## src/rtl/z80_pkg.sv

```systemverilog
// z80_pkg: shared definitions for the Z80 datapath slice.
//   - alu_op codes shared by the 8-bit and 16-bit ALUs
//   - flag bit positions within F (S Z - H - P/V N C)
//   - register-file byte index order (high byte of each pair on the even index)
//   - flags8(): assembles an 8-bit-ALU flag byte from a result and its H/PV/N/C bits
package z80_pkg;

  localparam logic [3:0] OP_NOP    = 4'd0;
  localparam logic [3:0] OP_INCR_A = 4'd1;
  localparam logic [3:0] OP_DECR_A = 4'd2;
  localparam logic [3:0] OP_ADD    = 4'd3;
  localparam logic [3:0] OP_ADC    = 4'd4;
  localparam logic [3:0] OP_SUB    = 4'd5;
  localparam logic [3:0] OP_SBC    = 4'd6;
  localparam logic [3:0] OP_AND    = 4'd7;
  localparam logic [3:0] OP_OR     = 4'd8;
  localparam logic [3:0] OP_XOR    = 4'd9;
  localparam logic [3:0] OP_CP     = 4'd10;

  localparam int unsigned FLAG_C  = 0;
  localparam int unsigned FLAG_N  = 1;
  localparam int unsigned FLAG_PV = 2;
  localparam int unsigned FLAG_H  = 4;
  localparam int unsigned FLAG_Z  = 6;
  localparam int unsigned FLAG_S  = 7;

  typedef enum logic [3:0] {
    R_B, R_C, R_D, R_E, R_H, R_L, R_IXH, R_IXL, R_IYH, R_IYL, R_SPH, R_SPL
  } reg_sel_e;

  localparam int unsigned NUM_REGS   = 12;
  // B..L are duplicated in the alternate bank; IX, IY and SP are not.
  localparam int unsigned NUM_BANKED = int'(R_IXH);

  function automatic logic [7:0] flags8(input logic [7:0] r, input logic h,
                                        input logic pv, input logic n, input logic c);
    logic [7:0] f;
    f          = '0;
    f[FLAG_S]  = r[7];
    f[FLAG_Z]  = (r == 8'h00);
    f[FLAG_H]  = h;
    f[FLAG_PV] = pv;
    f[FLAG_N]  = n;
    f[FLAG_C]  = c;
    return f;
  endfunction

endpackage

```

## src/rtl/z80_alu.sv

```systemverilog
// z80_alu: combinational 8-bit and 16-bit ALUs sharing one operation code.
//   op        : alu_op code (z80_pkg OP_*)
//   a8, b8    : 8-bit operands (accumulator, TEMP)
//   f_in      : current flags (carry-in and pass-through value)
//   a16, b16  : 16-bit operands (register pair or MAR, {MDR2,MDR1})
//   r8, f8    : 8-bit result and resulting flags
//   r16, f16  : 16-bit result and resulting flags
module z80_alu
  import z80_pkg::*;
(
  input  logic [3:0]  op,
  input  logic [7:0]  a8,
  input  logic [7:0]  b8,
  input  logic [7:0]  f_in,
  input  logic [15:0] a16,
  input  logic [15:0] b16,
  output logic [7:0]  r8,
  output logic [7:0]  f8,
  output logic [15:0] r16,
  output logic [7:0]  f16
);

  logic [8:0]  sum9;
  logic [4:0]  h5;
  logic        cy8;
  logic [16:0] sum17;
  logic [12:0] h13;
  logic        cy16;
  logic        sub16;

  always_comb begin
    r8   = a8;
    f8   = f_in;
    sum9 = '0;
    h5   = '0;
    cy8  = 1'b0;
    case (op)
      OP_INCR_A: begin
        r8 = a8 + 8'd1;
        f8 = flags8(r8, a8[3:0] == 4'hF, a8 == 8'h7F, 1'b0, f_in[FLAG_C]);
      end
      OP_DECR_A: begin
        r8 = a8 - 8'd1;
        f8 = flags8(r8, a8[3:0] == 4'h0, a8 == 8'h80, 1'b1, f_in[FLAG_C]);
      end
      OP_ADD, OP_ADC: begin
        cy8  = (op == OP_ADC) & f_in[FLAG_C];
        sum9 = {1'b0, a8} + {1'b0, b8} + {8'd0, cy8};
        h5   = {1'b0, a8[3:0]} + {1'b0, b8[3:0]} + {4'd0, cy8};
        r8   = sum9[7:0];
        f8   = flags8(r8, h5[4], (a8[7] == b8[7]) && (r8[7] != a8[7]), 1'b0, sum9[8]);
      end
      OP_SUB, OP_SBC, OP_CP: begin
        // CP sets flags from the difference but leaves the result as A.
        cy8  = (op == OP_SBC) & f_in[FLAG_C];
        sum9 = {1'b0, a8} - {1'b0, b8} - {8'd0, cy8};
        h5   = {1'b0, a8[3:0]} - {1'b0, b8[3:0]} - {4'd0, cy8};
        f8   = flags8(sum9[7:0], h5[4], (a8[7] != b8[7]) && (sum9[7] != a8[7]), 1'b1, sum9[8]);
        r8   = (op == OP_CP) ? a8 : sum9[7:0];
      end
      OP_AND: begin
        r8 = a8 & b8;
        f8 = flags8(r8, 1'b1, ~^r8, 1'b0, 1'b0);
      end
      OP_OR: begin
        r8 = a8 | b8;
        f8 = flags8(r8, 1'b0, ~^r8, 1'b0, 1'b0);
      end
      OP_XOR: begin
        r8 = a8 ^ b8;
        f8 = flags8(r8, 1'b0, ~^r8, 1'b0, 1'b0);
      end
      default: ;
    endcase
  end

  always_comb begin
    r16   = a16;
    f16   = f_in;
    sum17 = '0;
    h13   = '0;
    cy16  = 1'b0;
    sub16 = 1'b0;
    case (op)
      OP_INCR_A: r16 = a16 + 16'd1;
      OP_DECR_A: r16 = a16 - 16'd1;
      OP_ADD: begin
        // ADD rr keeps S, Z and P/V.
        sum17         = {1'b0, a16} + {1'b0, b16};
        h13           = {1'b0, a16[11:0]} + {1'b0, b16[11:0]};
        r16           = sum17[15:0];
        f16[FLAG_H]   = h13[12];
        f16[FLAG_N]   = 1'b0;
        f16[FLAG_C]   = sum17[16];
      end
      OP_ADC, OP_SUB, OP_SBC: begin
        sub16 = (op != OP_ADC);
        cy16  = (op != OP_SUB) & f_in[FLAG_C];
        if (sub16) begin
          sum17 = {1'b0, a16} - {1'b0, b16} - {16'd0, cy16};
          h13   = {1'b0, a16[11:0]} - {1'b0, b16[11:0]} - {12'd0, cy16};
        end else begin
          sum17 = {1'b0, a16} + {1'b0, b16} + {16'd0, cy16};
          h13   = {1'b0, a16[11:0]} + {1'b0, b16[11:0]} + {12'd0, cy16};
        end
        r16          = sum17[15:0];
        f16          = '0;
        f16[FLAG_S]  = r16[15];
        f16[FLAG_Z]  = (r16 == 16'h0000);
        f16[FLAG_H]  = h13[12];
        f16[FLAG_PV] = sub16 ? ((a16[15] != b16[15]) && (r16[15] != a16[15]))
                             : ((a16[15] == b16[15]) && (r16[15] != a16[15]));
        f16[FLAG_N]  = sub16;
        f16[FLAG_C]  = sum17[16];
      end
      default: ;
    endcase
  end

endmodule

```

## src/rtl/z80_datapath.sv

```systemverilog
// z80_datapath: Z80 register/bus datapath driven by an external control FSM.
//   clk, rst_L        : clock; asynchronous reset, active high
//   data_in           : external data pins, default data-bus source
//   ld_X / drive_X    : register-file byte load / read selects (B..SPL)
//   drive_reg_data    : one selected register byte onto the data bus
//   drive_reg_addr    : one selected register pair into the 16-bit ALU
//   ld_A, ld_F_*      : accumulator load; flag load from ALU8 / ALU16
//   drive_A, drive_F  : A / F onto the data bus
//   alu_op            : shared ALU operation code
//   drive_alu_data    : ALU8 result onto data bus
//   drive_alu_addr    : ALU16 result onto address bus
//   switch_context    : EXX bank toggle; swap_reg: EX AF,AF' toggle
//   MDR1/MDR2/TEMP    : temporary data registers; MAR: memory address register
//   data_out/addr_out : internal data / address bus values
module z80_datapath
  import z80_pkg::*;
(
  input  logic        clk,
  input  logic        rst_L,
  input  logic [7:0]  data_in,
  input  logic        ld_B, ld_C, ld_D, ld_E, ld_H, ld_L,
  input  logic        ld_IXH, ld_IXL, ld_IYH, ld_IYL, ld_SPH, ld_SPL,
  input  logic        drive_reg_data,
  input  logic        drive_reg_addr,
  input  logic        drive_B, drive_C, drive_D, drive_E, drive_H, drive_L,
  input  logic        drive_IXH, drive_IXL, drive_IYH, drive_IYL, drive_SPH, drive_SPL,
  input  logic        ld_A,
  input  logic        ld_F_data,
  input  logic        ld_F_addr,
  input  logic        drive_A,
  input  logic        drive_F,
  input  logic [3:0]  alu_op,
  input  logic        drive_alu_data,
  input  logic        drive_alu_addr,
  input  logic        switch_context,
  input  logic        swap_reg,
  input  logic        ld_MDR1, ld_MDR2, ld_TEMP,
  input  logic        drive_MDR1, drive_MDR2, drive_TEMP,
  input  logic        ld_MARH, ld_MARL, drive_MAR,
  output logic [7:0]  data_out,
  output logic [15:0] addr_out
);

  logic [NUM_REGS-1:0] drv, ldv;
  // Bit positions follow reg_sel_e (B at bit 0).
  assign drv = {drive_SPL, drive_SPH, drive_IYL, drive_IYH, drive_IXL, drive_IXH,
                drive_L, drive_H, drive_E, drive_D, drive_C, drive_B};
  assign ldv = {ld_SPL, ld_SPH, ld_IYL, ld_IYH, ld_IXL, ld_IXH,
                ld_L, ld_H, ld_E, ld_D, ld_C, ld_B};

  logic        reg_bank_q, af_bank_q;
  logic [7:0]  gp_q [2][NUM_BANKED];
  logic [7:0]  xr_q [NUM_REGS-NUM_BANKED];
  logic [7:0]  a_q [2];
  logic [7:0]  f_q [2];
  logic [7:0]  mdr1_q, mdr2_q, temp_q;
  logic [15:0] mar_q;

  logic [7:0]          cur [NUM_REGS];
  logic [7:0]          wr_val [NUM_REGS];
  logic [7:0]          rf_byte;
  logic [NUM_REGS-1:0] pair_mask;
  logic                pair_hit;
  logic [15:0]         pair_val, alu_a16;
  logic [7:0]          r8, f8, f16;
  logic [15:0]         r16;
  logic [7:0]          data_bus;
  logic [15:0]         addr_bus;

  always_comb begin
    for (int unsigned i = 0; i < NUM_BANKED; i++) cur[i] = gp_q[reg_bank_q][i];
    for (int unsigned i = NUM_BANKED; i < NUM_REGS; i++) cur[i] = xr_q[i-NUM_BANKED];
    rf_byte   = '0;
    pair_hit  = 1'b0;
    pair_val  = '0;
    pair_mask = '0;
    for (int unsigned i = 0; i < NUM_REGS; i++)
      if (drv[i]) rf_byte = rf_byte | cur[i];
    for (int unsigned p = 0; p < NUM_REGS/2; p++) begin
      pair_mask         = '0;
      pair_mask[2*p]    = 1'b1;
      pair_mask[2*p+1]  = 1'b1;
      if (drv == pair_mask) begin
        pair_hit = 1'b1;
        pair_val = {cur[2*p], cur[2*p+1]};
      end
    end
  end

  assign alu_a16 = (drive_reg_addr && pair_hit) ? pair_val : mar_q;

  z80_alu u_alu (
    .op   (alu_op),
    .a8   (a_q[af_bank_q]),
    .b8   (temp_q),
    .f_in (f_q[af_bank_q]),
    .a16  (alu_a16),
    .b16  ({mdr2_q, mdr1_q}),
    .r8   (r8),
    .f8   (f8),
    .r16  (r16),
    .f16  (f16)
  );

  always_comb begin
    if (drive_alu_data)                         data_bus = r8;
    else if (drive_A)                           data_bus = a_q[af_bank_q];
    else if (drive_F)                           data_bus = f_q[af_bank_q];
    else if (drive_MDR1)                        data_bus = mdr1_q;
    else if (drive_MDR2)                        data_bus = mdr2_q;
    else if (drive_TEMP)                        data_bus = temp_q;
    else if (drive_reg_data && $onehot(drv))    data_bus = rf_byte;
    else                                        data_bus = data_in;
  end

  always_comb begin
    if (drive_MAR)           addr_bus = mar_q;
    else if (drive_alu_addr) addr_bus = r16;
    else                     addr_bus = '0;
  end

  // A pair loaded as a whole takes the address bus; a lone byte takes the data bus.
  always_comb begin
    for (int unsigned p = 0; p < NUM_REGS/2; p++) begin
      if (ldv[2*p] && ldv[2*p+1]) begin
        wr_val[2*p]   = addr_bus[15:8];
        wr_val[2*p+1] = addr_bus[7:0];
      end else begin
        wr_val[2*p]   = data_bus;
        wr_val[2*p+1] = data_bus;
      end
    end
  end

  always_ff @(posedge clk or posedge rst_L) begin
    if (rst_L) begin
      reg_bank_q <= 1'b0;
      af_bank_q  <= 1'b0;
      for (int unsigned b = 0; b < 2; b++) begin
        for (int unsigned i = 0; i < NUM_BANKED; i++) gp_q[b][i] <= '0;
        a_q[b] <= '0;
        f_q[b] <= '0;
      end
      for (int unsigned i = 0; i < NUM_REGS-NUM_BANKED; i++) xr_q[i] <= '0;
      mdr1_q <= '0;
      mdr2_q <= '0;
      temp_q <= '0;
      mar_q  <= '0;
    end else begin
      // Loads use the pre-toggle bank selects.
      for (int unsigned i = 0; i < NUM_BANKED; i++)
        if (ldv[i]) gp_q[reg_bank_q][i] <= wr_val[i];
      for (int unsigned i = NUM_BANKED; i < NUM_REGS; i++)
        if (ldv[i]) xr_q[i-NUM_BANKED] <= wr_val[i];
      if (ld_MARH && ld_MARL) mar_q <= addr_bus;
      else begin
        if (ld_MARH) mar_q[15:8] <= data_bus;
        if (ld_MARL) mar_q[7:0]  <= data_bus;
      end
      if (ld_MDR1) mdr1_q <= data_bus;
      if (ld_MDR2) mdr2_q <= data_bus;
      if (ld_TEMP) temp_q <= data_bus;
      if (ld_A)    a_q[af_bank_q] <= data_bus;
      if (ld_F_data)      f_q[af_bank_q] <= f8;
      else if (ld_F_addr) f_q[af_bank_q] <= f16;
      if (switch_context) reg_bank_q <= ~reg_bank_q;
      if (swap_reg)       af_bank_q  <= ~af_bank_q;
    end
  end

  assign data_out = data_bus;
  assign addr_out = addr_bus;

endmodule

```

## config.mk

```make
export PLATFORM = sky130hd
export DESIGN_NAME = z80_datapath
export DESIGN_NICKNAME = d
export VERILOG_FILES = /design/src/rtl/z80_pkg.sv /design/src/rtl/z80_alu.sv /design/src/rtl/z80_datapath.sv
export SDC_FILE = /design/constraint.sdc
export NUM_CORES = 1
export LEC_CHECK = 0
export ABC_AREA = 1
export CORE_AREA = 2 2 188 190
export DETAILED_ROUTE_END_ITERATION = 7
export DIE_AREA = 0 0 190 192
export HOLD_SLACK_MARGIN = 0.03
export MAX_ROUTING_LAYER = met4
export PLACE_DENSITY_LB_ADDON = 0.15
export SLEW_MARGIN = 15
export SYNTH_ARGS = -nofsm -noshare
export SYNTH_HDL_FRONTEND = slang
export SYNTH_HIERARCHICAL = 1
export SYNTH_SLANG_ARGS = --single-unit
```

## constraint.sdc

```tcl
create_clock -name clk -period 7.1 [get_ports clk]
set_input_delay 1.065 -clock clk [delete_from_list [all_inputs] [get_ports clk]]
set_output_delay 1.065 -clock clk [all_outputs]
set_load 0.05 [all_outputs]
```

# Word-level counts from Yosys, hierarchy flattened
# Index checks and enable logic that the tools add are counted.
[totals] regBits=218 in_bits=58 out_inout_bits=24 wordCells=242
[op_classes] n_addsub=31 magnitude_cmp=4 eq_ne=29 n_mux=95 bitwise_logic=21 n_reduce_logical=33
[op_table] cell="$bwmux 96" count=6
[op_table] cell="$mux 96" count=6
[op_table] cell="$mux 16" count=19
[op_table] cell="$demux 48 s1" count=6
[op_table] cell="$mux 8" count=30
[op_table] cell="$mux 48" count=4
[op_table] cell="$pmux 8 s7" count=2
[op_table] cell="$or 8x8->8" count=12
[op_table] cell="$pmux 16 s4" count=1
[op_table] cell="$logic_not 8->1" count=7
[op_table] cell="$bwmux 16" count=3
[op_table] cell="$mux 40" count=1
[op_table] cell="$mux 17" count=2
[op_table] cell="$mux 32" count=1
[op_table] cell="$mux 24" count=1
[op_table] cell="$reduce_xnor 8->1" count=3
[op_table] cell="$add 16x16->17" count=1
[op_table] cell="$add 17x1->17" count=1
[op_table] cell="$sub 16x16->17" count=1
[op_table] cell="$sub 17x1->17" count=1
[op_table] cell="$add 16x1->16 const B" count=1
[op_table] cell="$eq 4x3->1 const B" count=4
[op_table] cell="$eq 4x4->1 const B" count=4
[op_table] cell="$logic_not 16->1" count=1
[op_table] cell="other kinds (51)" count=95

# Depth between registers and ports, before layout
# Gate-level depths: netlist of the first run.
[depth] depth_word=47 mapped_depth=39 depth_no_buf=38

# By module
# The synthesis of the first run kept the hierarchy.
[by_module_without_submodules] mod="z80_datapath" n_inst=1 cells_per_inst=1947 area_each_um2=13167.6 seq_area_each_um2=5455.2
[by_module_without_submodules] mod="z80_alu" n_inst=1 cells_per_inst=1075 area_each_um2=6226.0 seq_area_each_um2=0.0

# Worst setup path before layout of the first run
# OpenSTA, ideal clock, no wires.
[synth_path] path_type="input-to-output" from="in drive_B" to="out addr_out[11]" arrival_time_ns=5.502 setup_slack_ns=0.533 cell_stages=28 path_cell_list="clkbuf_1 -> inv_1 -> ha_1 -> nand2_1 -> nor2_1 -> nand2_1 -> inv_1 -> o41ai_4 -> inv_2 -> buf_6 -> o21ai_2 -> fa_1 -> inv_1 -> ha_1 -> nor2_1 -> nor2_1 -> nor2_1 -> o21bai_1 -> nand2_1 -> nand2_1 -> nand2_1 -> a22oi_1 -> nor2_1 -> o21ai_0 -> nand3_1 -> o2111ai_1 -> nand3_1 -> o21ai_1"
[synth_via] elab_chain_cells=16 word_cells_on_any_way=31
[synth_rtl] item="start, declared" line="z80_datapath.sv:25" text="input logic drive_B, drive_C, drive_D, drive_E, drive_H, drive_L,"
[synth_rtl] item="$eq 12x2->1" line="z80_datapath.sv:83" text="if (drv == pair_mask) begin"
[synth_rtl] item="$mux 1 (6 in a row)" line="z80_datapath.sv:83"
[synth_rtl] item="$logic_and 1x1->1" line="z80_datapath.sv:90" text="assign alu_a16 = (drive_reg_addr && pair_hit) ? pair_val : mar_q;"
[synth_rtl] item="$mux 16 (*)" line="z80_datapath.sv:90"
[synth_rtl] item="net alu_a16[0]" line="z80_datapath.sv:64" text="logic [15:0] pair_val, alu_a16;"
[synth_rtl] item="$add 16x16->17 or $sub 16x16->17 (tied branches)" line="z80_alu.sv:89, z80_alu.sv:103, z80_alu.sv:100"
[synth_rtl] item="$add 17x1->17 or $sub 17x1->17 (tied branches)" line="z80_alu.sv:103, z80_alu.sv:100"
[synth_rtl] item="$mux 17" line="z80_alu.sv:99" text="if (sub16) begin"
[synth_rtl] item="$mux 17" line="z80_alu.sv:84" text="case (op)"
[synth_rtl] item="$pmux 16 s4 (*)" line="z80_alu.sv:84"
[synth_rtl] item="net r16[11]" line="z80_datapath.sv:66" text="logic [15:0] r16;"
[synth_rtl] item="$mux 16 (*)" line="z80_datapath.sv:118" text="else if (drive_alu_addr) addr_bus = r16;"
[synth_rtl] item="$mux 16 (*)" line="z80_datapath.sv:117" text="if (drive_MAR) addr_bus = mar_q;"
[synth_rtl] item="end, declared" line="z80_datapath.sv:41" text="output logic [15:0] addr_out"
# Mark *: on every way through the listed nets, which the timed path passes. The rest lies on a longest branch. The select of a mux whose other input is x is not followed.

# Worst setup path in the final report of the first run
[layout_path] from="in drive_IYL" to="out addr_out[13]"
[layout_via] elab_chain_cells=16 word_cells_on_any_way=31
[layout_rtl] item="start, declared" line="z80_datapath.sv:26" text="input logic drive_IXH, drive_IXL, drive_IYH, drive_IYL, drive_SPH, drive_SPL,"
[layout_rtl] item="$eq 12x2->1" line="z80_datapath.sv:83"
[layout_rtl] item="$mux 1 (6 in a row)" line="z80_datapath.sv:83"
[layout_rtl] item="$logic_and 1x1->1" line="z80_datapath.sv:90"
[layout_rtl] item="$mux 16 (*)" line="z80_datapath.sv:90"
[layout_rtl] item="net alu_a16[0]" line="z80_datapath.sv:64"
[layout_rtl] item="$add 16x16->17 or $sub 16x16->17 (tied branches)" line="z80_alu.sv:89, z80_alu.sv:103, z80_alu.sv:100"
[layout_rtl] item="$add 17x1->17 or $sub 17x1->17 (tied branches)" line="z80_alu.sv:103, z80_alu.sv:100"
[layout_rtl] item="$mux 17" line="z80_alu.sv:99"
[layout_rtl] item="$mux 17" line="z80_alu.sv:84"
[layout_rtl] item="$pmux 16 s4 (*)" line="z80_alu.sv:84"
[layout_rtl] item="net r16[13]" line="z80_datapath.sv:66"
[layout_rtl] item="$mux 16 (*)" line="z80_datapath.sv:118"
[layout_rtl] item="$mux 16 (*)" line="z80_datapath.sv:117"
# Marked as above.

==> qor.csv, run 1 <==
stage;metric;value;unit
route;routed_wl;76400;µm
power_and_ir_drop;powerDensity;525;mW/mm²
layout;area_growth;19.0;%
setup_path;arrival;5.94;ns
yosys;synth.distinct_cells;57;
route;vias;22100;
setup_path;slowest_stage;clkdlybuf4s50_1;
route;dr.pass1.iters;7;
placement;dp_hpwl;58300;µm
timing;worst_clock_skew;0.0361;ns
timing;period_needed;7.00;ns
yosys;synthFlopType;dfrtp_1;
worst_hold_path;hp-class;reg -> reg;
yosys;yosys.area.top_type;dfrtp_1;
clocking;numCtsBuffers;26;
yosys;synthTopCellsByCount;nand2_1, inv_1, dfrtp_1;
setup_path;cp_slowest_stage_delay;0.52;ns
setup_path;start_kind;input pin;
yosys;synthTopCellsByArea;dfrtp_1, nand2_1, ha_1;
power_and_ir_drop;power.leakage;0.0123;µW
clocking;cts_buffer_depth;3;
timing;tightest_slew;1.18;ns
clocking;cts_num_sinks;218;
yosys;syn_area_per_cell;6.42;µm²
clocking;h-tree-depth;1;
setup_path;critical_path_class;in -> out;
layout;nets;3430;
placement;io_buffer_count;81;
clocking;cts_tree;yes;
yosys;postSynth.asyncResetShare;100;%
global_route;grt_pass1_wl;116000;µm
global_route;grt_max_degree;95;
run_status;outcome;finished clean;
clocking;cts_hold_buffers;0;
floorplan;core_area;0.0343;mm²
floorplan;ios;82;
route;drc;0;
clocking;clk_pin_slew_worst_paths;0.05;ns
timing;hold_violations;0;
floorplan;die_y;192;µm
global_route;grt.total_usage;42.5;%
job;maxCapViolations;0;
global_route;grt_pass1_vias;20500;
clocking;cts-root-buf;clkbuf_16;
yosys;synth.most_common_cell;nand2_1;
yosys;ys_seq_elements;218;
layout;utilization;67.3;%
timing;finalCritPeriodShare;98.7;%
global_route;grt-ovfl-total;0;
power_and_ir_drop;vdd_drop_max;525;µV
yosys;synth_edf_count;0;
yosys;mappedNetlistArea;0.0194;mm²
layout;drive_above_1_share;12.7;%
clocking;clock_latency;0.57;ns
route;vias_per_cell;5.95;
floorplan;dieArea;0.0365;mm²
placement;gp_congestion;1.08;
timing;slew_headroom;21.5;%
route;first_iter_violations;2734;
timing;tns;0;ns
yosys;synthCells;3022;
floorplan;die_w;190;µm
floorplan;row_count;68;
timing;fmax;0.143;GHz
timing;slew_viol_final;0;
setup_path;critPathRequiredTime;6.03;ns
yosys;ys_seq_area_share;28.1;%
timing;final-setup-viol-count;0;
yosys;synth_top_area_share;28.1;%
yosys;syn_nets;3214;
route;antenna_left;0;
setup_path;worstPathMaxFanout;9;
yosys;yosysWarnings;6;
route;post_drt_wl_per_cell;20.6;µm
setup_path;cp-end-kind;output port;
global_route;antenna_found_initial;1;
floorplan;initial_core_util;56.6;%
## kinds of logic (layout without fill, tap and decap cells)
family | count (synthesis) | count (layout) | synth area share (%)
compound gates | 512 | 512 | 15.3
xor+xnor | 46 | 46 | 2.08
fa+ha+maj | 134 | 134 | 9.23
buf+inv | 515 | 749 | 10.8
flops | 218 | 218 | 28.1
other cells | 0 | 2 | 0
simple gates | 1597 | 1597 | 34.5
## layout by cell type, fill, tap and decap left out, types with 13 or more instances in the layout
cell	instances
nand2_1	1087
inv_1	393
dfrtp_1	217
a21oi_1	209
buf_4	196
nand3_1	188
nor2_1	175
ha_1	113
o21ai_0	99
clkdlybuf4s50_1	52
a31oi_1	43
nand2_2	40
a22oi_1	34
o21ai_1	28
xor2_1	28
clkbuf_16	26
buf_12	26
nand4_1	24
o2111ai_1	21
nor3_1	19
inv_2	18
xnor2_1	18
fa_1	14
o22ai_1	14
o21ai_2	13
## stage by stage
stage                     cells  setup WS, ns  hold slack [ns]  area, µm²  power [µW]
after global placement     3660        0.0688            0.463      22000       10200
final                      3713        0.0954            0.476      23100       12100
after CTS                  3706       0.00258            0.481      22800       11700
after detailed placement   3660       -0.0276            0.465      22000       10400
after floorplan            3022        0.0706            0.441      19400        7400
after global routing       3712        -0.156            0.498      23100       13000
## critical path, delay by kind of cell
| kind | cells | cell delay, ns |
|---|---|---|
| AOI/OAI and AO/OA | 4 | 0.96 |
| and+or+nand+nor | 18 | 1.89 |
| buffers and inverters | 7 | 1.45 |
| adders and majority gates | 2 | 0.53 |
## power by group
part	total (µW)	internal (µW)	switching [µW]	leakage (µW)
clock network	1290	737	558	0.000405
logic	8650	3140	5510	0.00923
registers	2180	1770	414	0.00262
total	12100	5640	6480	0.0123
## area by class of cell
type                            count  area (µm²)
Tap cell                          455         569
Timing Repair Buffer              280        2590
Antenna cell                        2        5.00
Inverter                          423        1600
Clock inverter                     11         113
Fill cell                        3044       11200
Sequential cell                   218        5460
Multi-Input combinational cell   2289       12100
Clock buffer                       35         704
## repair_timing
action	in CTS	in global routing
gates resized for setup	5	62
pin swaps	0	7
buffers inserted	0	5
endpoints found under the setup margin	10	19
## path summary, 6_finish.rpt
kind	startpoint	end	slack (ns)	cells past startpoint
max	drive_IYL	addr_out[13]	0.1	31
min in group asynchronous	rst_L	temp_q[4]$_DFFE_PP0P_	0.99	2
max in group asynchronous	rst_L	reg_bank_q$_DFFE_PP0P_	4.66	3
max reg2reg	reg_bank_q$_DFFE_PP0P_	gp_q[76]$_DFFE_PP0P_	1.37	28
min reg2reg	gp_q[59]$_DFFE_PP0P_	gp_q[59]$_DFFE_PP0P_	0.48	2
min	gp_q[59]$_DFFE_PP0P_	gp_q[59]$_DFFE_PP0P_	0.48	2
## metal layers
metal	up-vias	GRT usage, %	routed length, µm
met3	278	8.97	9430
met5	-	-	0
met1	10200	55.2	30000
li1	10100	-	-
met2	1452	64.4	32900
met4	0	18.0	4060
## state kept, by name, indices dropped and copies added (netlist names)
register / flops
gp_q: 96
a_q: 16
mdr1_q: 8
af_bank_q: 1
mdr2_q: 8
cur: 48
reg_bank_q: 1
temp_q: 8
f_q: 16
mar_q: 16
Note: power is estimated with default switching activity, not from simulation.
==> run 2, diff against run 1 <==
--- a/config.mk
+++ b/config.mk
@@ -12,6 +12,7 @@
 export HOLD_SLACK_MARGIN = 0.03
 export MAX_ROUTING_LAYER = met4
 export PLACE_DENSITY_LB_ADDON = 0.15
+export RECOVER_POWER = 100
 export SLEW_MARGIN = 15
 export SYNTH_ARGS = -nofsm -noshare
 export SYNTH_HDL_FRONTEND = slang
==> run 2 against run 1 <==
Against the previous run:
- power about the same
- worst hold slack improved by 0.00072 ns
- critical path type unchanged
- fmax shrank 0.35%
- core utilization fell by 0.055 points
- sequential power about the same
- flip-flop and latch count unchanged
- cell area about the same
- global-route usage did not move
- clock power is essentially flat
- the flow now finishes with violations (capacitance limit, slew limit)
==> qor.csv, run 2 (same netlist as run 1, synthesis figures left out) <==
stage;metric;value;unit
setup_path;cp-end-kind;output port;
worst_hold_path;hp-class;reg -> reg;
layout;largest_reg_flops;96;
setup_path;rr_startpoint;reg_bank_q$_DFFE_PP0P_;
run_status;violations;capacitance limit, slew limit;
layout;nets;3430;
route;antenna_left;0;
route;drc;0;
clocking;numCtsBuffers;26;
floorplan;core_area;0.0343;mm²
global_route;grt_max_degree;95;
clocking;cts_num_sinks;218;
global_route;grt_pass1_vias;20500;
floorplan;die_w;190;µm
setup_path;arrival;5.96;ns
timing;final.setup.worst_slack;0.0705;ns
setup_path;reg2reg_to;mar_q[13]$_DFFE_PP0P_;
timing;tightest_slew;4.35;ns
power_and_ir_drop;p_seq_share;18.0;%
layout;multiInputGateArea;0.0120;mm²
clocking;clk_pin_slew_worst_paths;0.05;ns
route;vias;22100;
setup_path;rrSetupSlack;1.35;ns
timing;slew_headroom;-192;%
clocking;cts_hold_buffers;0;
floorplan;die_y;192;µm
placement;dp_hpwl;58300;µm
setup_path;slowest_stage;clkdlybuf4s50_1;
worst_hold_path;worstHoldStart;gp_q[59]$_DFFE_PP0P_;
floorplan;ios;82;
clocking;cts_tree;yes;
route;first_iter_violations;2744;
power_and_ir_drop;p_int;5640;µW
layout;drive_above_1_share;12.6;%
run_status;outcome;finished with violations;
global_route;grt.total_usage;42.5;%
setup_path;critical_path_class;in -> out;
timing;hold_violations;0;
clocking;cts-root-buf;clkbuf_16;
setup_path;critPathTopFamily;simple AND/OR/NAND/NOR gates;
floorplan;initial_core_util;56.6;%
worst_hold_path;holdPathEnd;gp_q[59]$_DFFE_PP0P_;
layout;final_cell_mix;nand2_1, inv_1, dfrtp_1, a21oi_1, buf_4;
setup_path;cp_slowest_stage_delay;0.52;ns
timing;period_needed;7.03;ns
placement;io_buffer_count;81;
layout;num-fill-cells;3049;
worst_hold_path;hold_path_depth;2;
layout;area_growth;18.9;%
route;vias_per_cell;5.96;
job;maxCapViolations;2;
power_and_ir_drop;vdd_drop_max;520;µV
clocking;cts_buffer_depth;3;
timing;slew_viol_final;169;
global_route;antenna_found_initial;1;
power_and_ir_drop;p_clk_share;10.7;%
setup_path;critPathRequiredTime;6.03;ns
power_and_ir_drop;swShare;53.4;%
power_and_ir_drop;switchingPower;6470;µW
clocking;h-tree-depth;1;
timing;fmax;0.142;GHz
setup_path;r2r_cells;32;
timing;finalCritPeriodShare;99.0;%
power_and_ir_drop;power.leakage;0.0122;µW
floorplan;row_count;68;
global_route;grt-ovfl-total;0;
layout;regMostFlops;gp_q;
placement;placedCellCount;3660;
floorplan;dieArea;0.0365;mm²
power_and_ir_drop;p_comb_share;71.3;%
timing;worst_clock_skew;0.0341;ns
route;routed_wl;76500;µm
layout;seqCellArea;0.00546;mm²
setup_path;crit_buf_inv;7;
timing;final-setup-viol-count;0;
setup_path;start_kind;input pin;
placement;dp_slack;-0.0276;ns
placement;gp_congestion;1.08;
layout;fin_cells;3713;
layout;mostFrequentLayoutCell;nand2_1;
global_route;grt_pass1_wl;116000;µm
clocking;clock_latency;0.58;ns
route;post_drt_wl_per_cell;20.6;µm
route;dr.pass1.iters;7;
timing;finalHoldWorstSlack;0.477;ns
power_and_ir_drop;powerDensity;525;mW/mm²
layout;utilization;67.3;%
setup_path;worstPathMaxFanout;9;
==> run 2: cell type report <==
| class | instances | area share (%) |
|---|---|---|
| diodes | 2 | 0.0217 |
| clock buffers | 35 | 3.05 |
| clock inverters | 11 | 0.488 |
| inverters | 423 | 6.89 |
| multi-input cells | 2289 | 52.2 |
| flip-flops and latches | 218 | 23.7 |
| well taps | 455 | 2.47 |
| repair buffers | 280 | 11.2 |
==> run 2: power by group through the flow <==
stage	combinational, µW	sequential (µW)	clock [µW]
6_report	8640	2180	1300
3_3_place_gp	8050	2150	0
2_1_floorplan	5390	2010	0
4_1_cts	8280	2150	1300
5_1_grt	9430	2220	1350
3_5_place_dp	8220	2170	0
==> run 2: timing repair <==
action,4_1_cts,5_1_grt
pin swaps,0,7
resized for setup,5,62
buffers inserted,0,5
endpoints found under the setup margin,10,19
==> run 2: worst max path at each step <==
stage	to	cells after the start	slack (ns)	start
after floorplan	a_q[0]$_DFFE_PP0P_	1	0.07	rst_L
after global placement	addr_out[14]	33	0.07	drive_IXL
after detailed placement	addr_out[14]	30	-0.03	drive_B
after CTS	addr_out[14]	30	0.003	drive_B
after global routing	addr_out[13]	27	-0.16	drive_IYH
final	addr_out[13]	31	0.07	drive_IYL
==> run 2: worst register-to-register path: cells and delay by family, from the launching register on <==
family | cells | cell delay, ns
flip-flops | 1 | 0.40
adder cells (fa/ha/maj) | 1 | 0.31
AND/OR/NAND/NOR | 17 | 1.97
buffers and inverters | 6 | 1.48
AO/OA/AOI/OAI | 8 | 1.47
==> run 2: per-stage QoR <==
stage                     setup TNS [ns]  total power, µW  instance area [µm²]
after floorplan                        0             7400                19400
after global placement                 0            10200                22000
after detailed placement         -0.0457            10400                22000
after CTS                              0            11700                22800
after global routing              -0.251            13000                23100
final                                  0            12100                23100
==> run 2: layer usage <==
layer | vias up | track usage (%) | wire [µm]
met2 | 1439 | 64.4 | 33000
met5 | - | - | 0
met4 | 0 | 18.0 | 4110
met1 | 10200 | 55.2 | 30100
met3 | 304 | 8.97 | 9340
li1 | 10200 | - | -
